## config.mk

```make
export PLATFORM = sky130hd
export DESIGN_NAME = age_rs
export DESIGN_NICKNAME = d
export VERILOG_FILES = /design/src/rtl/age_rs.sv
export SDC_FILE = /design/constraint.sdc
export NUM_CORES = 1
export LEC_CHECK = 0
export ABC_AREA = 1
export BUFFER_PORTS_ARGS = -buffer_cell sky130_fd_sc_hd__buf_2
export CAP_MARGIN = 20
export CORE_MARGIN = 2
export CORE_UTILIZATION = 29
export DETAILED_ROUTE_END_ITERATION = 8
export PLACE_DENSITY_LB_ADDON = 0.12
export SYNTH_ARGS = -nofsm -noshare
export SYNTH_HDL_FRONTEND = slang
export SYNTH_SLANG_ARGS = --single-unit
```

## constraint.sdc

```tcl
create_clock -name clk -period 2.2 [get_ports clk]
set_clock_uncertainty 0.05 [all_clocks]
set_input_delay 0.33 -clock clk [delete_from_list [all_inputs] [get_ports clk]]
set_output_delay 0.33 -clock clk [all_outputs]
set_load 0.03 [all_outputs]
```

## src/rtl/age_rs.sv

```systemverilog
// age_rs: integer reservation station with CDB wakeup and oldest-ready issue.
// Define AGE_RS_AGE_ORDER_EN for age-matrix selection; default is lowest slot.
module age_rs #(
  parameter int DEPTH     = 8,
  parameter int CDB_WIDTH = 2,
  parameter int PRF_IDX_W = 6,
  parameter int PAYLOAD_W = 64,
  parameter int CNT_W     = $clog2(DEPTH + 1)
) (
  input  logic                           clk,
  input  logic                           rst_n,
  input  logic                           flush,
  input  logic                           in_valid,
  output logic                           in_ready,
  input  logic [PRF_IDX_W-1:0]           in_rs1_phy,
  input  logic [PRF_IDX_W-1:0]           in_rs2_phy,
  input  logic                           in_rs1_rdy,
  input  logic                           in_rs2_rdy,
  input  logic [PAYLOAD_W-1:0]           in_payload,
  input  logic [CDB_WIDTH-1:0]           wake_valid,
  input  logic [CDB_WIDTH*PRF_IDX_W-1:0] wake_phy,
  output logic                           iss_valid,
  input  logic                           iss_ready,
  output logic [PRF_IDX_W-1:0]           iss_rs1_phy,
  output logic [PRF_IDX_W-1:0]           iss_rs2_phy,
  output logic [PAYLOAD_W-1:0]           iss_payload,
  output logic [CNT_W-1:0]               count
);

  localparam int IW = (DEPTH > 1) ? $clog2(DEPTH) : 1;

  logic [DEPTH-1:0]     valid_q;
  logic [DEPTH-1:0]     valid_d;
  logic [DEPTH-1:0]     r1_q;
  logic [DEPTH-1:0]     r1_d;
  logic [DEPTH-1:0]     r2_q;
  logic [DEPTH-1:0]     r2_d;
  logic [PRF_IDX_W-1:0] t1_q [DEPTH];
  logic [PRF_IDX_W-1:0] t2_q [DEPTH];
  logic [PAYLOAD_W-1:0] pl_q [DEPTH];
  logic [CNT_W-1:0]     count_q;
  logic [CNT_W-1:0]     count_d;

  logic [DEPTH-1:0] elig;
  logic [DEPTH-1:0] cand;
  logic [DEPTH-1:0] sel_oh;
  logic [IW-1:0]    sel;
  logic [IW-1:0]    fslot;
  logic             enq;
  logic             iss_fire;
  logic             enq_r1;
  logic             enq_r2;

  // Tag 0 is the hardwired x0 and never matches a CDB broadcast.
  function automatic logic hit(
    input logic [PRF_IDX_W-1:0]           tag,
    input logic [CDB_WIDTH-1:0]           wv,
    input logic [CDB_WIDTH*PRF_IDX_W-1:0] wp
  );
    logic h;
    h = 1'b0;
    for (int k = 0; k < CDB_WIDTH; k++) begin
      if (wv[k] && (tag != '0) &&
          (wp[k*PRF_IDX_W +: PRF_IDX_W] == tag)) begin
        h = 1'b1;
      end
    end
    return h;
  endfunction

  assign elig     = valid_q & r1_q & r2_q;
  assign iss_valid = |elig;
  assign in_ready  = (count_q < CNT_W'(DEPTH));
  assign count     = count_q;

  assign enq      = in_valid && in_ready && !flush;
  assign iss_fire = iss_valid && iss_ready && !flush;

  assign enq_r1 = in_rs1_rdy || (in_rs1_phy == '0) ||
                  hit(in_rs1_phy, wake_valid, wake_phy);
  assign enq_r2 = in_rs2_rdy || (in_rs2_phy == '0) ||
                  hit(in_rs2_phy, wake_valid, wake_phy);

  always_comb begin
    fslot = '0;
    for (int i = DEPTH - 1; i >= 0; i--) begin
      if (!valid_q[i]) begin
        fslot = IW'(i);
      end
    end
  end

`ifdef AGE_RS_AGE_ORDER_EN
  // age_q[i][j] set: entry j is older than entry i.
  logic [DEPTH-1:0] age_q [DEPTH];
  logic [DEPTH-1:0] age_d [DEPTH];

  always_comb begin
    for (int i = 0; i < DEPTH; i++) begin
      cand[i] = elig[i] && ((age_q[i] & elig) == '0);
    end
  end

  always_comb begin
    for (int i = 0; i < DEPTH; i++) begin
      age_d[i] = age_q[i];
      if (iss_fire) begin
        age_d[i] = age_d[i] & ~sel_oh;
      end
    end
    if (enq) begin
      age_d[fslot] = valid_q & ~(iss_fire ? sel_oh : '0);
    end
    if (flush) begin
      for (int i = 0; i < DEPTH; i++) begin
        age_d[i] = '0;
      end
    end
  end

  always_ff @(posedge clk or negedge rst_n) begin
    if (!rst_n) begin
      for (int i = 0; i < DEPTH; i++) begin
        age_q[i] <= '0;
      end
    end else begin
      for (int i = 0; i < DEPTH; i++) begin
        age_q[i] <= age_d[i];
      end
    end
  end
`else
  assign cand = elig;
`endif

  always_comb begin
    sel    = '0;
    sel_oh = '0;
    for (int i = DEPTH - 1; i >= 0; i--) begin
      if (cand[i]) begin
        sel    = IW'(i);
        sel_oh = DEPTH'(1) << i;
      end
    end
  end

  assign iss_rs1_phy = iss_valid ? t1_q[sel] : '0;
  assign iss_rs2_phy = iss_valid ? t2_q[sel] : '0;
  assign iss_payload = iss_valid ? pl_q[sel] : '0;

  always_comb begin
    valid_d = valid_q;
    r1_d    = r1_q;
    r2_d    = r2_q;
    for (int i = 0; i < DEPTH; i++) begin
      if (hit(t1_q[i], wake_valid, wake_phy)) begin
        r1_d[i] = 1'b1;
      end
      if (hit(t2_q[i], wake_valid, wake_phy)) begin
        r2_d[i] = 1'b1;
      end
    end
    if (iss_fire) begin
      valid_d = valid_d & ~sel_oh;
    end
    if (enq) begin
      valid_d[fslot] = 1'b1;
      r1_d[fslot]    = enq_r1;
      r2_d[fslot]    = enq_r2;
    end
    if (flush) begin
      valid_d = '0;
    end
  end

  always_comb begin
    if (flush) begin
      count_d = '0;
    end else begin
      count_d = count_q + CNT_W'(enq) - CNT_W'(iss_fire);
    end
  end

  always_ff @(posedge clk or negedge rst_n) begin
    if (!rst_n) begin
      valid_q <= '0;
      r1_q    <= '0;
      r2_q    <= '0;
      count_q <= '0;
      for (int i = 0; i < DEPTH; i++) begin
        t1_q[i] <= '0;
        t2_q[i] <= '0;
        pl_q[i] <= '0;
      end
    end else begin
      valid_q <= valid_d;
      r1_q    <= r1_d;
      r2_q    <= r2_d;
      count_q <= count_d;
      if (enq) begin
        t1_q[fslot] <= in_rs1_phy;
        t2_q[fslot] <= in_rs2_phy;
        pl_q[fslot] <= in_payload;
      end
    end
  end

endmodule

```

== After elaboration in Yosys (flattened, before gate mapping) ==
Index checks and enable logic that the tools add are counted.
Word-level totals
  register bits after elaboration: 636
  bits in read-only memories: 0
  memory bits (writable): 0
  word-level logic and storage cells: 288
  output and inout bits: 82
  memories: 0
  latch bits: 0
Cells by class
  multiplexer cells: 105
  eq/ne operators: 36
  $add $sub $neg: 2
  $mul: 0
  bitwise operators: 7
  shifts and indexed selects: 0
  divide/modulo/power cells: 0
  reductions and logical operators: 104
  magnitude comparators: 6
Operators with widths (count)
  $bwmux W512: 1
  $mux W64: 4
  $eq A6 B6 Y1: 36
  $bmux W64 S3: 1
  $demux W64 S3: 1
  $reduce_bool A6 Y1: 18
  $mux W8: 13
  $bwmux W48: 2
  $logic_and A1 B1 Y1: 78
  $mux W1: 53
  $mux W3: 16
  $mux W6: 7
  $bmux W6 S3: 2
  $and A8 B8 Y8: 3
  $demux W6 S3: 1
  $bwmux W8: 2
  $logic_not A6 Y1: 2
  $ge A4 B4 Y1 const B: 2
  $not A3 Y4: 2
  $not A8 Y8: 1
  $or A8 B8 Y8: 1
  $reduce_or A8 Y1: 1
  $add A4 B1 Y4: 1
  $logic_or A1 B1 Y1: 4
  8 further kinds: 8

== Depth between registers and ports, before layout ==
  word-level depth: 16
  depth in mapped cells: 13

== Least setup slack after synthesis ==
OpenSTA, ideal clock, no wires.
  kind: flip-flop to flip-flop
  start: register valid_q[0]
  end: register count_q[2] (netlist: count[2])
  data arrival time: 2.321 ns
  stages on the path, launching flop included: 13
  setup time: 0.132 ns
  path buffers: 0
  required time: 2.018 ns
  setup slack: -0.303 ns
  cells stage by stage: dfrtp_1 > nand3_1 > nand2_1 > nor2_1 > nand2_1 > nand2_1 > inv_1 > ha_1 > inv_1 > ha_1 > fa_1 > xnor2_1 > nor2_1
On the way
  longest elaborated chain between the ends: 7
RTL lines
  start: declaration: RTL line 32  | logic [DEPTH-1:0] valid_q;
  start signal: assignment: RTL line 196  | valid_q <= valid_d;
  $and A8 B8 Y8 (2 in series): RTL line 71  | assign elig = valid_q & r1_q & r2_q;
  $reduce_or A8 Y1: RTL line 72  | assign iss_valid = |elig;
  via iss_valid: RTL line 22  | output logic iss_valid,
  $logic_and A1 B1 Y1 (2 in series): RTL line 77  | assign iss_fire = iss_valid && iss_ready && !flush;
  $sub A4 B1 Y4: RTL line 180  | count_d = count_q + CNT_W'(enq) - CNT_W'(iss_fire);
  $mux W4: RTL line 177  | if (flush) begin
  via count_d[2]: RTL line 42  | logic [CNT_W-1:0] count_d;
  end signal: assignment: RTL line 199  | count_q <= count_d;
  end: declaration: RTL line 41  | logic [CNT_W-1:0] count_q;
The timed path passes the listed nets, and every way through them passes these cells.
A chain may end at the register's enable or synchronous reset.

== Worst setup path in the final report ==
  start: register r1_q[7]
  end: output iss_payload[26]
On the way
  longest elaborated chain between the ends: 15
  elaborated cells between the ends (all ways): 16
  classes of those cells: mux: 12; bitwise: 3; reduce/logical: 1
RTL lines
  start: declaration: RTL line 34  | logic [DEPTH-1:0] r1_q;
  start signal: assignment: RTL line 197  | r1_q <= r1_d;
  $and A8 B8 Y8 (*) (2 in series): RTL line 71
  $mux W3 (8 in series): RTL line 140  | if (cand[i]) begin
  $not A3 Y4 (not written as such): RTL line 149  | assign iss_payload = iss_valid ? pl_q[sel] : '0;
  $bmux W64 S3: RTL line 149
  $mux W64 (not written as such) (2 in series): RTL line 149
  $mux W64 (*): RTL line 149
  end: declaration: RTL line 26  | output logic [PAYLOAD_W-1:0] iss_payload,
Every way passes the cells marked *; elsewhere a longest branch is shown, timed or not. The select of a mux whose other input is x is not followed.

==> impl_metrics.py <==
metrics = {
    "place": {
        "placement.io_buffers": 178,
        "placed_area_sq_um": 37200,
        "dpl.hpwl_um": 79600,
        "place_congestion": 0.865,
    },
    "route": {
        "routed_wirelength_um": 134000,
        "drtIter0Drc": 2968,
        "vias": 31480,
        "route.detailed.drc": 0,
        "ant_nets": 0,
        "first_pass_iters": 5,
        "wl_per_cell_um": 21.6,
        "routed_via_density": 5.09,
    },
    "global_routing": {
        "grt.overflow.total": 0,
        "grt_pass1_vias": 30795,
        "grt_max_degree": 86,
        "track_usage": 0.225,
        "grt_antenna_before_repair": 2,
        "grt_pass1_wl_um": 200000,
    },
    "final_layout": {
        "layout_commonest_cell": "nand2_1",
        "post-route-util": 0.420,
        "final_cell_mix": "nand2_1, dfrtp_1, o21ai_0",
        "drive_gt1_frac": 0.282,
        "fin_nets": 4736,
        "final_cell_area_sq_um": 46600,
        "fill_cells": 11246,
        "syn_to_final_growth_pct": 43.7,
    },
    "synthesis": {
        "yosysWarnings": 0,
        "synth_edf_count": 0,
        "async_flop_share": 1.00,
        "ys_seq_elements": 636,
        "ys_types": 33,
        "netlist_instances": 4269,
        "yosysTopAreaCellShare": 0.491,
        "seq_area_frac_synth": 0.491,
        "synth_fp_nets": 4371,
        "synth-main-ff-cell": "dfrtp_1",
        "synth.area.top_cells": "dfrtp_1, nand2_1, nand3_1",
        "syn_area_sq_um": 32400,
        "yosys.area.top_type": "dfrtp_1",
        "avgSynthCellArea_sq_um": 7.59,
    },
    "clocking": {
        "clkLatencyLatePin_ps": 660,
        "clk_pin_slew_ps": 60,
        "cts.path.max_buffers": 3,
        "htreeDepth": 3,
        "cts_tree": "built",
        "clock-root-buffer": "clkbuf_16",
        "clock-sinks": 636,
        "numCtsBuffers": 81,
    },
    "worst_setup_path": {
        "worst-r2r-cell-count": 13,
        "r2r_end": "count[1]$_DFF_PN0_",
        "critPathKind": "flip-flop to output port",
        "r2r_start": "valid_q[3]$_DFF_PN0_",
        "worst_ep_required_time_ps": 1820,
        "worst_setup_path_end_kind": "output port",
        "worstPathMaxFanout": 8,
        "crit_arrival_ps": 2650,
        "ff2ff_setup_slack_ps": -180,
        "worstSetupStartpointType": "flip-flop",
    },
    "die": {
        "rows": 122,
        "die_area_sq_um": 114000,
        "core-area_sq_um": 111000,
        "die_y_um": 338,
        "die_w_um": 338,
        "io_pins": 179,
        "start_util": 0.292,
    },
    "sta": {
        "rsz0062_at_grt": "true",
        "period_minus_slack_ps": 3030,
        "setup_violations": 81,
        "relSlewSlack": 0.644,
        "worst_pin_slew_ps": 534,
        "drv_slew": 0,
        "worst_slack_ps": -831,
        "clock.fmax_ghz": 0.330,
        "fin_crit_sh": 1.38,
        "hold_viol_final": 0,
    },
    "worst_hold_path": {
        "hold_depth": 3,
        "hold_path_class": "primary input to flip-flop",
        "hold_start": "in_payload[37]",
        "min_to": "pl_q[421]$_DFFE_PN0P_",
    },
    "status": {
        "violations": "setup timing",
        "status": "complete, but fails checks",
    },
    "power": {
        "p_per_area_nw_per_um2": 740,
        "report.power.total_uw": 34500,
        "power_leakage_uw": 0.0213,
        "ir_worst_vdd_mv": 0.468,
    },
    "run": {
        "cap_violations": 0,
    },
}
==> worst max path at each step <==
stage,slack [ps],endpoint,startpoint,cells after the start
after floorplan,3,iss_payload[10],valid_q[7]$_DFF_PN0_,10
after global placement,-430,iss_payload[16],valid_q[3]$_DFF_PN0_,11
after detailed placement,-410,iss_payload[16],valid_q[3]$_DFF_PN0_,11
after CTS,-870,iss_payload[29],r1_q[7]$_DFF_PN0_,12
after global routing,-950,iss_payload[28],valid_q[4]$_DFF_PN0_,12
final,-830,iss_payload[26],r1_q[7]$_DFF_PN0_,14
==> registers in the layout, indices dropped and copies added, names as in the netlist <==
name     count
pl_q       512
count        4
valid_q      8
r1_q         8
t1_q        48
t2_q        48
r2_q         8
==> per-stage QoR <==
stage / cells / setup TNS [ps] / hold slack, ps / setup slack [ps]
floorplan: 4269 / 0 / -15.6 / 3.05
global placement: 5853 / -27300 / 272 / -431
detailed placement: 5853 / -25980 / 269 / -413
CTS: 6146 / -60250 / 5.37 / -873
global route: 6185 / -73670 / 34.7 / -949
finish: 6185 / -58560 / 26.9 / -831
==> logic make-up (layout without fill, tap and decap cells) <==
group,after synthesis,after routing,share of synthesized area
AO/OA/AOI/OAI,655,655,0.102
XOR/XNOR,76,76,0.0205
adder cells (fa/ha/maj),5,5,0.00216
buffers and inverters,518,944,0.0666
flip-flops,636,636,0.491
other,0,1,0
AND/OR/NAND/NOR,2379,2380,0.317
==> where the power goes <==
part	internal (uW)	switching, uW	leakage, uW	total [uW]
Sequential	13100	1190	0.00845	14300
Clock	8380	5610	0.00136	14000
Combinational	2580	3630	0.0115	6210
Total	24000	10400	0.0213	34500
==> synthesized netlist by cell type, types with 2 or more instances <==
| cell | number |
|---|---|
| nand3b_1 | 18 |
| xor2_1 | 42 |
| nor2_2 | 2 |
| o21ai_0 | 571 |
| o22ai_1 | 6 |
| buf_1 | 32 |
| dfrtp_1 | 636 |
| nand2_2 | 3 |
| buf_2 | 152 |
| inv_1 | 188 |
| inv_2 | 5 |
| nor3_1 | 36 |
| o211ai_1 | 3 |
| xnor2_1 | 34 |
| ha_1 | 4 |
| nand4_1 | 74 |
| clkbuf_1 | 130 |
| nor2_4 | 2 |
| buf_4 | 6 |
| o21ai_1 | 50 |
| clkinv_1 | 5 |
| or2_2 | 6 |
| nor2_1 | 181 |
| nand3_1 | 807 |
| nand2_1 | 1249 |
| a21oi_1 | 20 |
==> layout make-up <==
class                   instances  area (sq um)  area share
diodes                          1          2.50   0.0000537
clock buffers                 120          2440      0.0523
clock inverters                25           340     0.00731
inverters                     198           786      0.0169
multi-input cells            3116         17400       0.373
flip-flops and latches        636         15900       0.342
well taps                    1488          1860      0.0400
repair buffers                600          7830       0.168
repair inverters                1          11.3    0.000242
==> layer usage <==
metal / track usage / vias up / part of all wire
met5: 0 / - / 0
met4: 0.0658 / 0 / 0.030
met3: 0.0266 / 211 / 0.041
met2: 0.355 / 794 / 0.46
met1: 0.323 / 15547 / 0.47
li1: - / 14928 / -
==> worst max-delay path, cell delays in order, from the launching register on <==
cell,delay (ps)
dfrtp_1,370
nand2_2,100
nor2_4,140
nand3_2,90
nand3_4,130
nand2_8,100
buf_16,170
buf_16,160
buf_16,160
buf_12,130
nand3_2,60
nand3_2,80
nand3_2,70
nand2_2,60
buf_6,130
==> timing repair <==
item                                    in CTS  in global routing
cloned                                      38                 28
gates resized for setup                    465                492
endpoints found under the setup margin      80                116
hold buffers                                48                  0
setup buffers                               63                 25
pin swaps                                  104                193
endpoints found under the hold margin      520                  0
No activity file was read; power rests on OpenSTA's default activity.
